File: config.mk
export PLATFORM = sky130hd
export DESIGN_NAME = spread_encoder_flat
export DESIGN_NICKNAME = d
export VERILOG_FILES = /design/src/rtl/spread_encoder_if.sv /design/src/rtl/spread_encoder.sv /design/src/flat_wrapper.sv
export SDC_FILE = /design/constraint.sdc
export NUM_CORES = 1
export LEC_CHECK = 0
export ABC_CLOCK_PERIOD_IN_PS = 2580
export CORE_ASPECT_RATIO = 1.1
export CORE_UTILIZATION = 56
export DETAILED_ROUTE_END_ITERATION = 8
export PLACE_DENSITY = 0.78
export SYNTH_ARGS = -nofsm -noshare
export SYNTH_HDL_FRONTEND = slang
export SYNTH_SLANG_ARGS = --single-unit
File: constraint.sdc
create_clock -name clk -period 2.58 [get_ports clk]
set_input_delay 0.387 -clock clk [delete_from_list [all_inputs] [get_ports clk]]
set_output_delay 0.387 -clock clk [all_outputs]
set_load 0.02 [all_outputs]
File: src/rtl/spread_encoder_if.sv
// Byte-in / chip-out bundle for the spreading encoder.
// The master drives chip_en and the byte handshake; the slave (encoder) drives the chip stream.
interface spread_encoder_if #(
    parameter int unsigned DATA_W = 8
);
    logic              chip_en;
    logic [DATA_W-1:0] s_data;
    logic              s_valid;
    logic              s_ready;
    logic              chip_out;
    logic              chip_valid;
    logic              sym_start;
    logic              pn_epoch;
    logic              underrun;

    modport master (
        output chip_en, s_data, s_valid,
        input  s_ready, chip_out, chip_valid, sym_start, pn_epoch, underrun
    );

    modport slave (
        input  chip_en, s_data, s_valid,
        output s_ready, chip_out, chip_valid, sym_start, pn_epoch, underrun
    );
endinterface

File: src/rtl/spread_encoder.sv
// DSSS spreader: bytes are serialised MSB-first and each bit is XORed with a free-running
// Fibonacci LFSR over CHIPS_PER_BIT chips, one chip per chip_en strobe.
module spread_encoder #(
    parameter int unsigned       DATA_W        = 8,
    parameter int unsigned       CHIPS_PER_BIT = 127,
    parameter int unsigned       LFSR_W        = 7,
    parameter logic [LFSR_W-1:0] LFSR_TAPS     = 7'b1100000,
    parameter logic [LFSR_W-1:0] LFSR_SEED     = 7'h7F
) (
    input logic             clk,
    input logic             rst_n,
    spread_encoder_if.slave bus
);
    localparam int unsigned     CntW    = (CHIPS_PER_BIT > 1) ? $clog2(CHIPS_PER_BIT) : 1;
    localparam int unsigned     IdxW    = (DATA_W > 1) ? $clog2(DATA_W) : 1;
    localparam logic [CntW-1:0] CntLast = CntW'(CHIPS_PER_BIT - 1);
    localparam logic [IdxW-1:0] IdxTop  = IdxW'(DATA_W - 1);

    typedef enum logic [0:0] {StIdle, StSend} state_e;

    state_e            state_q, state_d;
    logic [LFSR_W-1:0] lfsr_q, lfsr_d;
    logic [DATA_W-1:0] hold_q, hold_d;
    logic [DATA_W-1:0] shreg_q, shreg_d;
    logic              hold_full_q, hold_full_d;
    logic [IdxW-1:0]   bit_idx_q, bit_idx_d;
    logic [CntW-1:0]   chip_cnt_q, chip_cnt_d;
    logic              chip_out_q, chip_out_d;
    logic              chip_valid_q, chip_valid_d;
    logic              sym_start_q, sym_start_d;
    logic              pn_epoch_q, pn_epoch_d;
    logic              underrun_q, underrun_d;

    logic pn, accept, last_chip, last_bit, load;

    assign pn        = lfsr_q[LFSR_W-1];
    assign accept    = bus.s_valid & ~hold_full_q;
    assign last_chip = (state_q == StSend) && (chip_cnt_q == CntLast);
    assign last_bit  = last_chip && (bit_idx_q == '0);
    assign load      = bus.chip_en & hold_full_q & ((state_q == StIdle) | last_bit);

    always_ff @(posedge clk or negedge rst_n) begin
        if (!rst_n) begin
            state_q      <= StIdle;
            lfsr_q       <= LFSR_SEED;
            hold_q       <= '0;
            shreg_q      <= '0;
            hold_full_q  <= 1'b0;
            bit_idx_q    <= '0;
            chip_cnt_q   <= '0;
            chip_out_q   <= 1'b0;
            chip_valid_q <= 1'b0;
            sym_start_q  <= 1'b0;
            pn_epoch_q   <= 1'b0;
            underrun_q   <= 1'b0;
        end else begin
            state_q      <= state_d;
            lfsr_q       <= lfsr_d;
            hold_q       <= hold_d;
            shreg_q      <= shreg_d;
            hold_full_q  <= hold_full_d;
            bit_idx_q    <= bit_idx_d;
            chip_cnt_q   <= chip_cnt_d;
            chip_out_q   <= chip_out_d;
            chip_valid_q <= chip_valid_d;
            sym_start_q  <= sym_start_d;
            pn_epoch_q   <= pn_epoch_d;
            underrun_q   <= underrun_d;
        end
    end

    always_comb begin
        state_d     = state_q;
        lfsr_d      = lfsr_q;
        shreg_d     = shreg_q;
        bit_idx_d   = bit_idx_q;
        chip_cnt_d  = chip_cnt_q;
        hold_full_d = (hold_full_q & ~load) | accept;
        hold_d      = accept ? bus.s_data : hold_q;
        if (bus.chip_en) begin
            // A stuck all-zero register would lock the PN at 0; reload the seed instead.
            lfsr_d = (lfsr_q == '0) ? LFSR_SEED
                                    : {lfsr_q[LFSR_W-2:0], ^(lfsr_q & LFSR_TAPS)};
            unique case (state_q)
                StIdle: begin
                    if (hold_full_q) begin
                        // This strobe already emits chip 0 of the new byte.
                        state_d    = StSend;
                        shreg_d    = hold_q;
                        bit_idx_d  = IdxTop;
                        chip_cnt_d = CntW'(1);
                    end
                end
                StSend: begin
                    if (last_chip) begin
                        chip_cnt_d = '0;
                        if (bit_idx_q != '0) begin
                            bit_idx_d = bit_idx_q - IdxW'(1);
                        end else if (hold_full_q) begin
                            shreg_d   = hold_q;
                            bit_idx_d = IdxTop;
                        end else begin
                            state_d = StIdle;
                        end
                    end else begin
                        chip_cnt_d = chip_cnt_q + CntW'(1);
                    end
                end
                default: state_d = StIdle;
            endcase
        end
    end

    always_comb begin
        chip_out_d   = chip_out_q;
        chip_valid_d = chip_valid_q;
        sym_start_d  = 1'b0;
        pn_epoch_d   = 1'b0;
        underrun_d   = 1'b0;
        if (bus.chip_en) begin
            pn_epoch_d = (lfsr_q == LFSR_SEED);
            unique case (state_q)
                StIdle: begin
                    chip_valid_d = hold_full_q;
                    chip_out_d   = hold_full_q & (hold_q[DATA_W-1] ^ pn);
                    sym_start_d  = hold_full_q;
                end
                StSend: begin
                    chip_valid_d = 1'b1;
                    chip_out_d   = shreg_q[bit_idx_q] ^ pn;
                    sym_start_d  = (chip_cnt_q == '0);
                    underrun_d   = last_bit & ~hold_full_q;
                end
                default: ;
            endcase
        end
    end

    assign bus.s_ready    = ~hold_full_q;
    assign bus.chip_out   = chip_out_q;
    assign bus.chip_valid = chip_valid_q;
    assign bus.sym_start  = sym_start_q;
    assign bus.pn_epoch   = pn_epoch_q;
    assign bus.underrun   = underrun_q;
endmodule

File: src/flat_wrapper.sv
// flat-port wrapper written by rule: the top's interface ports become plain ports
module spread_encoder_flat 
#(
    parameter int unsigned       DATA_W        = 8,
    parameter int unsigned       CHIPS_PER_BIT = 127,
    parameter int unsigned       LFSR_W        = 7,
    parameter logic [LFSR_W-1:0] LFSR_TAPS     = 7'b1100000,
    parameter logic [LFSR_W-1:0] LFSR_SEED     = 7'h7F
)
  (clk, rst_n, bus_chip_en, bus_s_data, bus_s_valid, bus_s_ready, bus_chip_out, bus_chip_valid, bus_sym_start, bus_pn_epoch, bus_underrun);
  spread_encoder_if #(.DATA_W(DATA_W)) bus_i ();
  input logic clk;
  input logic rst_n;
  input wire logic [$bits(bus_i.chip_en)-1:0] bus_chip_en;
  input wire logic [$bits(bus_i.s_data)-1:0] bus_s_data;
  input wire logic [$bits(bus_i.s_valid)-1:0] bus_s_valid;
  output wire logic [$bits(bus_i.s_ready)-1:0] bus_s_ready;
  output wire logic [$bits(bus_i.chip_out)-1:0] bus_chip_out;
  output wire logic [$bits(bus_i.chip_valid)-1:0] bus_chip_valid;
  output wire logic [$bits(bus_i.sym_start)-1:0] bus_sym_start;
  output wire logic [$bits(bus_i.pn_epoch)-1:0] bus_pn_epoch;
  output wire logic [$bits(bus_i.underrun)-1:0] bus_underrun;
  assign bus_i.chip_en = bus_chip_en;
  assign bus_i.s_data = bus_s_data;
  assign bus_i.s_valid = bus_s_valid;
  assign bus_s_ready = bus_i.s_ready;
  assign bus_chip_out = bus_i.chip_out;
  assign bus_chip_valid = bus_i.chip_valid;
  assign bus_sym_start = bus_i.sym_start;
  assign bus_pn_epoch = bus_i.pn_epoch;
  assign bus_underrun = bus_i.underrun;
  spread_encoder #(.DATA_W(DATA_W), .CHIPS_PER_BIT(CHIPS_PER_BIT), .LFSR_W(LFSR_W), .LFSR_TAPS(LFSR_TAPS), .LFSR_SEED(LFSR_SEED)) u_core (.clk(clk), .rst_n(rst_n), .bus(bus_i));
endmodule
== Word-level counts from Yosys, hierarchy flattened ==
Index checks and enable logic that the tools add are counted.
Operators by class
  reductions and logical operators: 10
  order comparisons: 1
  multiplexer cells: 25
  bitwise logic cells: 13
  equal/unequal tests: 5
  add/sub/neg operators: 2
Operators by type and width (number)
  2-to-1 mux 8 bit: 3
  2-to-1 mux 7 bit: 3
  case mux 8 bit (2 select lines): 1
  == test 7 bit (second input constant): 2
  logical NOT 7 bit: 2
  case mux 7 bit (2 select lines): 1
  2-to-1 mux 3 bit: 3
  2-to-1 mux 1 bit: 8
  case mux 1 bit (2 select lines): 4
  adder 7 x 1 -> 7 bit (second input constant): 1
  XOR reduction 7 bit: 1
  bitwise AND 1 bit: 6
  case mux 3 bit (2 select lines): 1
  less-than comparator 3 x 4 -> 1 bit (second input constant): 1
  inequality test 2 bit (second input constant): 2
  AND reduction 2 bit: 2
  binary-select mux 1 bit (select 3 bit): 1
  logical NOT 3 bit: 1
  NOT 1 bit: 3
  AND reduction 3 bit: 1
  nonzero test 3 bit: 1
  subtractor 3 x 1 -> 3 bit (second input constant): 1
  logical AND 1 bit: 2
  inequality test 2 x 1 -> 1 bit (second input constant): 1
  2 further kinds: 4
Storage, ports and cells
  register bits after elaboration: 40

== Longest topological paths before layout ==
Gate-level depths: netlist of the first run.
  depth after elaboration: 8
  depth in mapped cells: 7
  mapped depth without buffers: 6

== Worst setup path before layout of the first run ==
No wires, ideal clock.
  path kind: reg2reg
  start point: register u_core.bit_idx_q[0]
  end point: register u_core.shreg_q[0]
  required time: 2.455 ns
  library setup time: 0.125 ns
  setup slack: 0.701 ns
  stages on the path, launching flop included: 8
  arrival time: 1.754 ns
  cell sequence: dfrtp_1 -> inv_1 -> ha_1 -> nand2b_1 -> or3_4 -> a21o_1 -> buf_6 -> mux2_4
Between the ends
  cells in the longest elaborated chain, start to end: 3
Ends and longest elaborated chain
  start, declared: RTL line spread_encoder.sv:26  | logic [IdxW-1:0] bit_idx_q, bit_idx_d;
  start signal, assigned: RTL line spread_encoder.sv:62  | bit_idx_q <= bit_idx_d;
  nonzero test 3 bit: RTL line spread_encoder.sv:97  | if (bit_idx_q != '0) begin
  inequality test 2 bit (no source line)
  AND reduction 3 bit (no source line)
  end signal, assigned: RTL line spread_encoder.sv:60  | shreg_q <= shreg_d;
  end, declared: RTL line spread_encoder.sv:24  | logic [DATA_W-1:0] shreg_q, shreg_d;
Every way passes these cells.
A chain may end at the register's enable or synchronous reset.

== Worst setup path after layout of the first run ==
  start point: register u_core.bit_idx_q[0]
  end point: register u_core.shreg_q[6]
Same word-level chain as after synthesis.

==> out/qor.txt, run 1 <==
Slowest CP cell: dfrtp_1
Ports: 18
Cell variety after synth: 39
Hold Crit Class: in2async
Resize count post-CTS: 0
Cells after Synth: 162
Clock Skews: 14.0 ps
Crit Path Class: reg2reg
M2 GR Usage: 0.384
LEAKAGE: 0.00100 uW
Avg WL per Cell: 16.2 um
VDD IR max: 0.396 mV
Largest net degree at the start of global routing: 41
H-tree Lvls: 2
Fin. max-slew vios: 0
Status: complete, no violations
Starting Density: 0.608
Final min period: 2150 ps
Aggregate global routing overflow: 0
First drt pass iteration count: 4
Fin area: 2160 um2
CTS clk-pin slew, worst paths: 110 ps
Setup TNS: 0 ps
Cell family with most CP delay: simple AND/OR/NAND/NOR gates
Sequential power share: 0.600
Post-synth EDFFs: 0
Worst-path cell chain: inv_1 -> ha_1 -> nand2b_1 -> or3_4 -> a21o_1 -> mux2_4
Die Height: 63.4 um
Tot GR Track Use: 0.224
Vias in the first global route: 1322
Clock sink count: 40
Total CTS buffers: 5
Commonest non-fill, non-tap cell in the layout: dfrtp_1
Clk pwr share: 0.188
Post-CTS Setup Bufs: 0
Final #Nets: 199
Initial antenna violation count: 0
DRT iter0 DRCs: 57
Die area: 3660 um2
Fillers: 244
Fmax: 466 MHz
Global route hottest layer: met2
Data arrival, critical path: 2370 ps
Routed via count: 1309
Most frequent cells in the layout: 33 x dfrtp_1, 16 x clkdlybuf4s50_1, 11 x nand2_1, 11 x nor2_1, 10 x inv_1
Cell row count: 21
Gate power share: 0.213
Worst-Skew Late Latency: 340 ps
Synth Cell Area: 1920 um2
NetSw: 492 uW
Placed cell area: 2110 um2
Power Density: 733 nW/um2
Int Pwr: 1090 uW
CTS Hold Bufs: 0
RSZ-0062 raised after global routing: no
Sw Ratio: 0.311
CTS tree: yes
Measured slew at the worst slew-check pin: 850 ps
CP Buf/Inv Count: 1
Synthesized area per cell: 11.8 um2
Final Setup Violations: 0
Post-synth ARST share: 1.00
Seq/Total Area, Yosys: 0.527
PortBufs: 17
Max-cap violations: 0
Synth warnings: 0
Drc violations: 0
CP Max Fanout: 9
Clock root cell: clkbuf_4
Die width: 57.8 um
Critical Path Source Type: flop
Vias per inst: 6.03
M3 GR Usage: 0.0739
Global routing usage on met1: 0.264
GPL Wtd Cong: 0.768
Hold Vio Cnt, Final: 0
Clk buf depth: 2
Critical Path Sink Type: flop
Mapped Nets: 179
Antenna Nets Post-Route: 0
#FFs+latches synth: 40
Hpwl dp: 2560 um
Core Region: 3150 um2
Synth-to-Final Area Change: 12.7%
Slew margin rel.: 0.433
Top FF cell, synth: dfrtp_1
Number of diodes: 0
Critical Path Max Stage Delay: 460 ps
Period utilization: 0.832
WL final: 3510 um
Share of cells above drive strength 1: 0.197
First-pass GRT wire length: 6010 um
Critical Path RT: 2810 ps
## logic make-up after synthesis
logic type	count (synthesis)	share of synthesized area
multiplexers	24	0.164
AND/OR/NAND/NOR	45	0.120
adder cells (fa/ha/maj)	5	0.0326
buffers and inverters	16	0.0352
flip-flops	40	0.527
XOR/XNOR	5	0.0229
AO/OA/AOI/OAI	27	0.0979
## path summary, 6_finish.rpt
| path | startpoint | slack (ps) | depth (start not counted) | to |
|---|---|---|---|---|
| setup / recovery | u_core.bit_idx_q[0] | 430 | 6 | u_core.shreg_q[6] |
| min in group clk | u_core.bus.chip_valid | 510 | 1 | u_core.bus.chip_valid |
| hold reg to reg | u_core.bus.chip_valid | 510 | 1 | u_core.bus.chip_valid |
| setup reg to reg | u_core.bit_idx_q[0] | 430 | 6 | u_core.shreg_q[6] |
| max in group asynchronous | rst_n | 1900 | 1 | u_core.hold_q[7] |
| hold / removal | rst_n | 120 | 1 | u_core.bus.sym_start |
## flip-flops by register name (all words and copies together), names as in the netlist
signal / flops
u_core.hold_full_q: 1
u_core.lfsr_q: 7
u_core.bus.pn_epoch: 1
u_core.bus.underrun: 1
u_core.state_q: 1
u_core.bus.chip_valid: 1
u_core.bus.sym_start: 1
u_core.bus.chip_out: 1
u_core.bit_idx_q: 3
u_core.hold_q: 8
u_core.shreg_q: 8
u_core.chip_cnt_q: 7
## layer usage
layer	vias up	routed length, um
met4	0	32
li1	621	-
met5	-	0
met3	6	124
met1	647	1450
met2	35	1910
## stage by stage
step                hold slack (ps)  instances   util  setup WS (ps)  total power (uW)
finish                          125        217  0.685            433              1580
floorplan                      91.4        162      -            701              1170
global placement                467        209  0.669            558              1270
global route                    174        217  0.685            298              1690
CTS                             151        217  0.685            445              1600
detailed placement              492        209  0.669            467              1300
## cell usage after synthesis (2+ instances only)
library cell   n  area, um2
mux2i_1        6       60.1
ha_1           5       62.6
o21a_1         3       22.5
nor3_1         2       10.0
o21ai_0        4       20.0
dfstp_2        7        184
mux4_2         2       45.0
a211oi_1       2       15.0
mux2_4         8        120
nand2_1       11       41.3
a21o_1         4       30.0
inv_1         10       37.5
a21oi_1        5       25.0
o211ai_1       2       15.0
xnor2_1        2       17.5
clkbuf_1       4       15.0
nor2b_1        2       12.5
mux2_2         8       90.1
nand3_1        6       30.0
nor4_1         3       18.8
dfrtp_1       33        826
xor2_1         3       26.3
nand4_1        4       25.0
nor2_1        11       41.3
## power groups by stage
| stage | combinational (uW) | sequential (uW) | clock, uW |
|---|---|---|---|
| 2_1_floorplan | 241 | 929 | 0 |
| 3_3_place_gp | 320 | 948 | 0 |
| 3_5_place_dp | 339 | 961 | 0 |
| 4_1_cts | 342 | 949 | 308 |
| 5_1_grt | 378 | 969 | 345 |
| 6_report | 337 | 949 | 298 |
## final cells by class
cell class,instances,area (um2),area share
sequential,40,1010,0.468
multi-input combinational,106,840,0.389
timing repair buffer,19,180,0.0834
clock buffer,7,45.0,0.0209
tap,34,42.5,0.0197
inverter,10,37.5,0.0174
clock inverter,1,5.00,0.00232
## worst register-to-register path: stages (launching register included)
cell and delay, ps:
dfrtp_1 460, inv_1 120, ha_1 200, nand2b_1 130
or3_4 370, a21o_1 380, mux2_4 370
(Power assumes the default switching activity.)
==> run 2: changes to the inputs <==
ABC_CLOCK_PERIOD_IN_PS = 2000   (was 2580)
clock period = 2 ns   (was 2.58 ns; I/O delays follow)
==> run 2 against run 1 <==
  * Routed wire length rose by 5.2%
  * Largest cell class unchanged
  * Cell area rose by 4.5%
  * Critical path type unchanged
  * Hold slack got worse by 84 ps
  * First-iteration DRC count fell by 30%
==> out/qor.txt, run 2 (synthesis results as in run 1) <==
Avg WL per Cell: 16.4 um (+1.5%)
Top Registers: u_core.hold_q (8), u_core.shreg_q (8)
Fin. max-slew vios: 0 (unchanged)
RSZ-0062 raised after global routing: no
Vias in the first global route: 1361 (+3.0%)
GPL Wtd Cong: 0.808 (+5.3%)
Worst reg2reg path startpoint: u_core.bit_idx_q[1]
Slew margin rel.: 0.419 (-0.0141)
Die area: 3660 um2 (unchanged)
Met1 WL: 1570 um (+8.4%)
Critical Path Source Type: flop
DRT iter0 DRCs: 40 (-30%)
Ports: 18 (unchanged)
Aggregate global routing overflow: 0 (unchanged)
Hold slack: 40.3 ps (-84.2 ps)
First drt pass iteration count: 4 (unchanged)
Clock root cell: clkbuf_4
Worst reg2reg setup slack: 130 ps (-300 ps)
Clk buf depth: 2 (unchanged)
Setup TNS: 0 ps (unchanged)
Worst reg-to-reg path cell count: 6 (unchanged)
Critical R2R Capture: u_core.shreg_q[4]
Routed via count: 1318 (+0.69%)
Measured slew at the worst slew-check pin: 871 ps (+21.2 ps)
First-pass GRT wire length: 6360 um (+5.9%)
PortBufs: 17 (unchanged)
WL final: 3690 um (+5.2%)
Drc violations: 0 (unchanged)
Post-CTS Setup Bufs: 0 (unchanged)
Final min period: 1870 ps (-282 ps)
CP Max Fanout: 9 (unchanged)
Period utilization: 0.933 (+0.100)
Largest net degree at the start of global routing: 41 (unchanged)
Tot GR Track Use: 0.234 (+0.00963)
Met3 Routed Length: 89 um (-28%)
Critical Path Sink Type: flop
Most frequent cells in the layout: 33 x dfrtp_1, 16 x clkdlybuf4s50_1, 11 x nand2_1, 11 x nor2_1
Max-cap violations: 0 (unchanged)
Routed length on met2: 1980 um (+4.0%)
Hold Vio Cnt, Final: 0 (unchanged)
CTS tree: yes
Cell row count: 21 (unchanged)
Core Region: 3150 um2 (unchanged)
Initial antenna violation count: 0 (unchanged)
LEAKAGE: 0.00106 uW (+5.2%)
Number of diodes: 0 (unchanged)
Status: complete, no violations
Starting Density: 0.608 (unchanged)
Share of cells above drive strength 1: 0.246 (+0.0494)
Fillers: 226 (-7.4%)
Worst-Skew Late Latency: 350 ps (about the same)
Die Height: 63.4 um (unchanged)
Clock sink count: 40 (unchanged)
Vias per inst: 5.86 (-2.9%)
Antenna Nets Post-Route: 0 (unchanged)
Final #Nets: 207 (+4.0%)
Crit Path Class: reg2reg
Data arrival, critical path: 2120 ps (-250 ps)
Total CTS buffers: 5 (unchanged)
Die width: 57.8 um (unchanged)
VDD IR max: 0.774 mV (+96%)
Hpwl dp: 2590 um (+0.89%)
Final Setup Violations: 0 (unchanged)
Hold Crit Class: in2async
Power Density: 985 nW/um2 (+34%)
H-tree Lvls: 2 (unchanged)
Clock Skews: 8.36 ps (-5.65 ps)
Critical Path RT: 2250 ps (-560 ps)
Synth-to-Final Area Change: 17.8%
Fmax: 536 MHz (+15%)
Commonest non-fill, non-tap cell in the layout: dfrtp_1
CTS clk-pin slew, worst paths: 120 ps (about the same)
Highest metal used: met4
==> run 2: cell count changes in the layout (fill, tap and decap cells not counted) <==
cell        previous run  this run
clkbuf_1               2         0
bufinv_16              0         1
a21o_1                 4         3
a21o_4                 0         1
buf_4                  2        10
clkinvlp_4             0         1
==> run 2: worst max-delay path by stage <==
stage,endpoint,start,slack (ps),cells after the start
finish,u_core.shreg_q[4],u_core.bit_idx_q[1],130,6
detailed placement,u_core.shreg_q[4],u_core.bit_idx_q[1],10,6
CTS,u_core.shreg_q[4],u_core.bit_idx_q[1],6,6
global route,u_core.shreg_q[4],u_core.bit_idx_q[1],60,6
global placement,u_core.shreg_q[1],u_core.bit_idx_q[1],110,6
floorplan,u_core.shreg_q[0],u_core.bit_idx_q[0],120,7
==> run 2: stage by stage <==
| step | util | total power, uW | instances | cell area [um2] | setup WS (ps) |
|---|---|---|---|---|---|
| finish | 0.716 | 2220 | 225 | 2260 | 135 |
| global route | 0.716 | 2350 | 225 | 2260 | 57.5 |
| CTS | 0.713 | 2240 | 225 | 2250 | 5.88 |
| detailed placement | 0.688 | 1700 | 217 | 2170 | 14.5 |
| global placement | 0.688 | 1660 | 217 | 2170 | 114 |
| floorplan | - | 1510 | 162 | 1920 | 121 |
==> run 2: routing by layer <==
layer	up-vias	GRT usage
li1	632	-
met1	657	0.288
met2	24	0.404
met3	5	0.0431
met4	0	0.0893
met5	-	0
==> run 2: critical path: stages (launching register included) <==
cell and delay, ps:
dfrtp_1 370, inv_1 120, ha_1 230, nand2b_1 90, or3_4 350, a21o_4 290, mux2_4 310
==> run 2: cell type report <==
| cell class | instances | area [um2] | share of cell area |
|---|---|---|---|
| Clock buffer | 5 | 37.5 | 0.0166 |
| Clock inverter | 3 | 42.5 | 0.0188 |
| Inverter | 10 | 37.5 | 0.0166 |
| Multi-Input combinational cell | 106 | 847 | 0.375 |
| Sequential cell | 40 | 1010 | 0.447 |
| Tap cell | 34 | 42.5 | 0.0188 |
| Timing Repair Buffer | 27 | 240 | 0.106 |
==> run 2: power breakdown <==
group | total, uW | leakage (uW) | internal [uW] | switching, uW
sequential | 1220 | 0.000484 | 1040 | 177
combinational | 472 | 0.000531 | 249 | 224
clock | 535 | 0.0000412 | 261 | 274
total | 2220 | 0.00106 | 1550 | 675
==> run 2: what timing repair did <==
action / in CTS / in global routing
endpoints found under the setup margin: 0 / 8
hold buffers: 0 / 0
gates resized for setup: 0 / 2
==> edit: new RTL, settings of run 2 <==
`DATA_W` is set to 8 in 3 places; all go to 16.
--- a/src/rtl/spread_encoder_if.sv
+++ b/src/rtl/spread_encoder_if.sv
@@ -3,3 +3,3 @@
 interface spread_encoder_if #(
-    parameter int unsigned DATA_W = 8
+    parameter int unsigned DATA_W = 16
 );
--- a/src/rtl/spread_encoder.sv
+++ b/src/rtl/spread_encoder.sv
@@ -3,3 +3,3 @@
 module spread_encoder #(
-    parameter int unsigned       DATA_W        = 8,
+    parameter int unsigned       DATA_W        = 16,
     parameter int unsigned       CHIPS_PER_BIT = 127,
--- a/src/flat_wrapper.sv
+++ b/src/flat_wrapper.sv
@@ -3,3 +3,3 @@
 #(
-    parameter int unsigned       DATA_W        = 8,
+    parameter int unsigned       DATA_W        = 16,
     parameter int unsigned       CHIPS_PER_BIT = 127,
Interface: changed (resized bus_s_data); port bits go from 18 to 26. No check against the original RTL was run, so the function may have changed too.
==> edit against run 2 <==
- die area is 37% higher
- power is 42% higher
- count of clock-buffer cells in the layout is 8 higher
- routed wire length is 43% higher
- sequential power is 30% higher
- sequential cell count is 17 higher
- via count is 36% higher
- non-clock buffer count is 15 higher
- area after synthesis is 38% higher
- sequential share of layout area is 0.48 points lower
- critical path type unchanged
- design area is 44% higher
- fmax is 12% lower
- highest routed layer unchanged
- clock skew is 0.0013 ns higher
- largest power group unchanged
- setup slack worse by 0.25 ns
- the run now ends with setup timing left
- critical endpoint is now u_core.shreg_q[12]
==> edit: results (changes against run 2) <==
status: "finished with violations"
violations: "setup timing"
tritoncts.num_buffers: 9  # +4
crit_fanout: 17  # +8
tightest_slew_ns: 0.6876  # -0.1837 ns
synth_common_cells: "50 x dfrtp_1, 24 x mux2_2, 15 x nor2_1, 9 x mux2_4"
first_global_vias: 1914  # +41%
nets: 268  # +29%
ys_warn_count: 0  # unchanged
wl_per_cell_um: 17.45  # +6.3%
clkTransAtPathRegs_ns: 0.06  # -0.06 ns
cts_root_buf: "clkbuf_8"
setup_viol_count_final: 16  # +16
holdWs_ns: 0.4857  # +0.4454 ns
drtIter0Drc: 140  # +250%
place_area_um2: 3049  # +41%
cts_setup_buffers: 0  # unchanged
grtUsageTotal_pct: 25.18  # +1.8 points
crit_start: "u_core.bit_idx_q[0]"
reg_top3: "u_core.hold_q: 16 flops, u_core.shreg_q: 16 flops"
gp_congestion: 0.8764  # +8.5%
yosys.area_share.adder_pct: 1.889  # -1.4 points
irDropWorstVdd_mv: 0.6649  # -14%
synth_cell_type_count: 44  # +13%
critPathArrivalTime_ns: 2.34  # +0.22 ns
cts.htree.levels: 3  # +1
synth_xor_area_share_pct: 2.315  # +0.030 points
timing.final.crit_share_pct: 105.8  # +13 points
grt_first_pass_wirelength_um: 8832  # +39%
synth_fp_nets: 226  # +26%
fin_worst_skew_ns: 0.009680  # +0.001317 ns
grt_max_degree: 34  # -17%
worst_slack_ns: -0.1160  # -0.2505 ns
synthMuxAreaShare_pct: 19.27  # +2.8 points
synth.area.top_cells: "dfrtp_1 47%, mux2_2 10%, dfstp_2 6.9%"
synth_flop_cell: "dfrtp_1"
hpwl_um: 3783  # +46%
ys_seq_area_share_pct: 54.18  # +1.5 points
viasPerCell: 5.924  # +1.1%
cts_buffer_depth: 2  # unchanged
clkLatencyLatePin_ns: 0.34
leakage_uw: 0.001445  # +37%
io_buffers: 25  # +8
synth_compound_area_share_pct: 9.731  # -0.060 points
drive_gt1_share_pct: 31.73  # +7.1 points
edit: power breakdown:
group | total, uW | leakage, uW | switching [uW] | internal [uW]
Clock | 974 | 0.0000992 | 430 | 544
Combinational | 611 | 0.000650 | 262 | 349
Sequential | 1580 | 0.000696 | 184 | 1390
edit: cell families (layout without fill, tap and decap cells):
| group | after synthesis | after routing |
|---|---|---|
| xor+xnor | 7 | 7 |
| mux | 37 | 37 |
| simple gates | 43 | 43 |
| flops | 57 | 57 |
| fa+ha+maj | 4 | 4 |
| compound gates | 34 | 34 |
| buf+inv | 20 | 67 |
edit: path summary, 6_finish.rpt:
kind	endpoint	depth (start not counted)
max in group asynchronous	u_core.bit_idx_q[1]	3
min in group clk	u_core.bus.chip_valid	1
hold reg to reg	u_core.bus.chip_valid	1
setup reg to reg	u_core.shreg_q[12]	7
setup / recovery	u_core.shreg_q[12]	7
hold / removal	u_core.bus.pn_epoch	2
edit: final cells by class:
class | count | area, um2
clock inverters | 3 | 15.01
repair buffers | 42 | 400.4
flip-flops and latches | 57 | 1435
multi-input cells | 125 | 1120
clock buffers | 13 | 168.9
fillers | 305 | 1167
well taps | 54 | 67.56
inverters | 9 | 36.28
edit: worst max-delay path, stage by stage, from the launching register on:
cell and delay [ns]:
dfrtp_1 0.41, inv_4 0.08, ha_4 0.14, or3b_4 0.38, or3_4 0.34, a21o_1 0.19, buf_12 0.16, mux2_4 0.30
edit: through the flow:
| stage | cells | TNS, ns | setup WS, ns | utilization [%] |
|---|---|---|---|---|
| floorplan | 202 | -2.534 | -0.2295 | - |
| global placement | 286 | -0.6458 | -0.05369 | 69.13 |
| detailed placement | 286 | -1.428 | -0.1088 | 69.13 |
| CTS | 303 | -1.643 | -0.1210 | 73.53 |
| global route | 303 | -2.744 | -0.1924 | 73.53 |
| finish | 303 | -1.603 | -0.1160 | 73.53 |
edit: timing repair:
item,4_1_cts,5_1_grt
hold buffers,1,0
gates resized for setup,1,0
endpoints found under the hold margin,17,0
endpoints found under the setup margin,16,17
edit: layer usage:
layer / GRT usage, % / routed length (um)
met3: 7.055 / 214
met2: 41.47 / 2864
met4: 14.18 / 106
met5: 0 / 0
met1: 29.40 / 2100
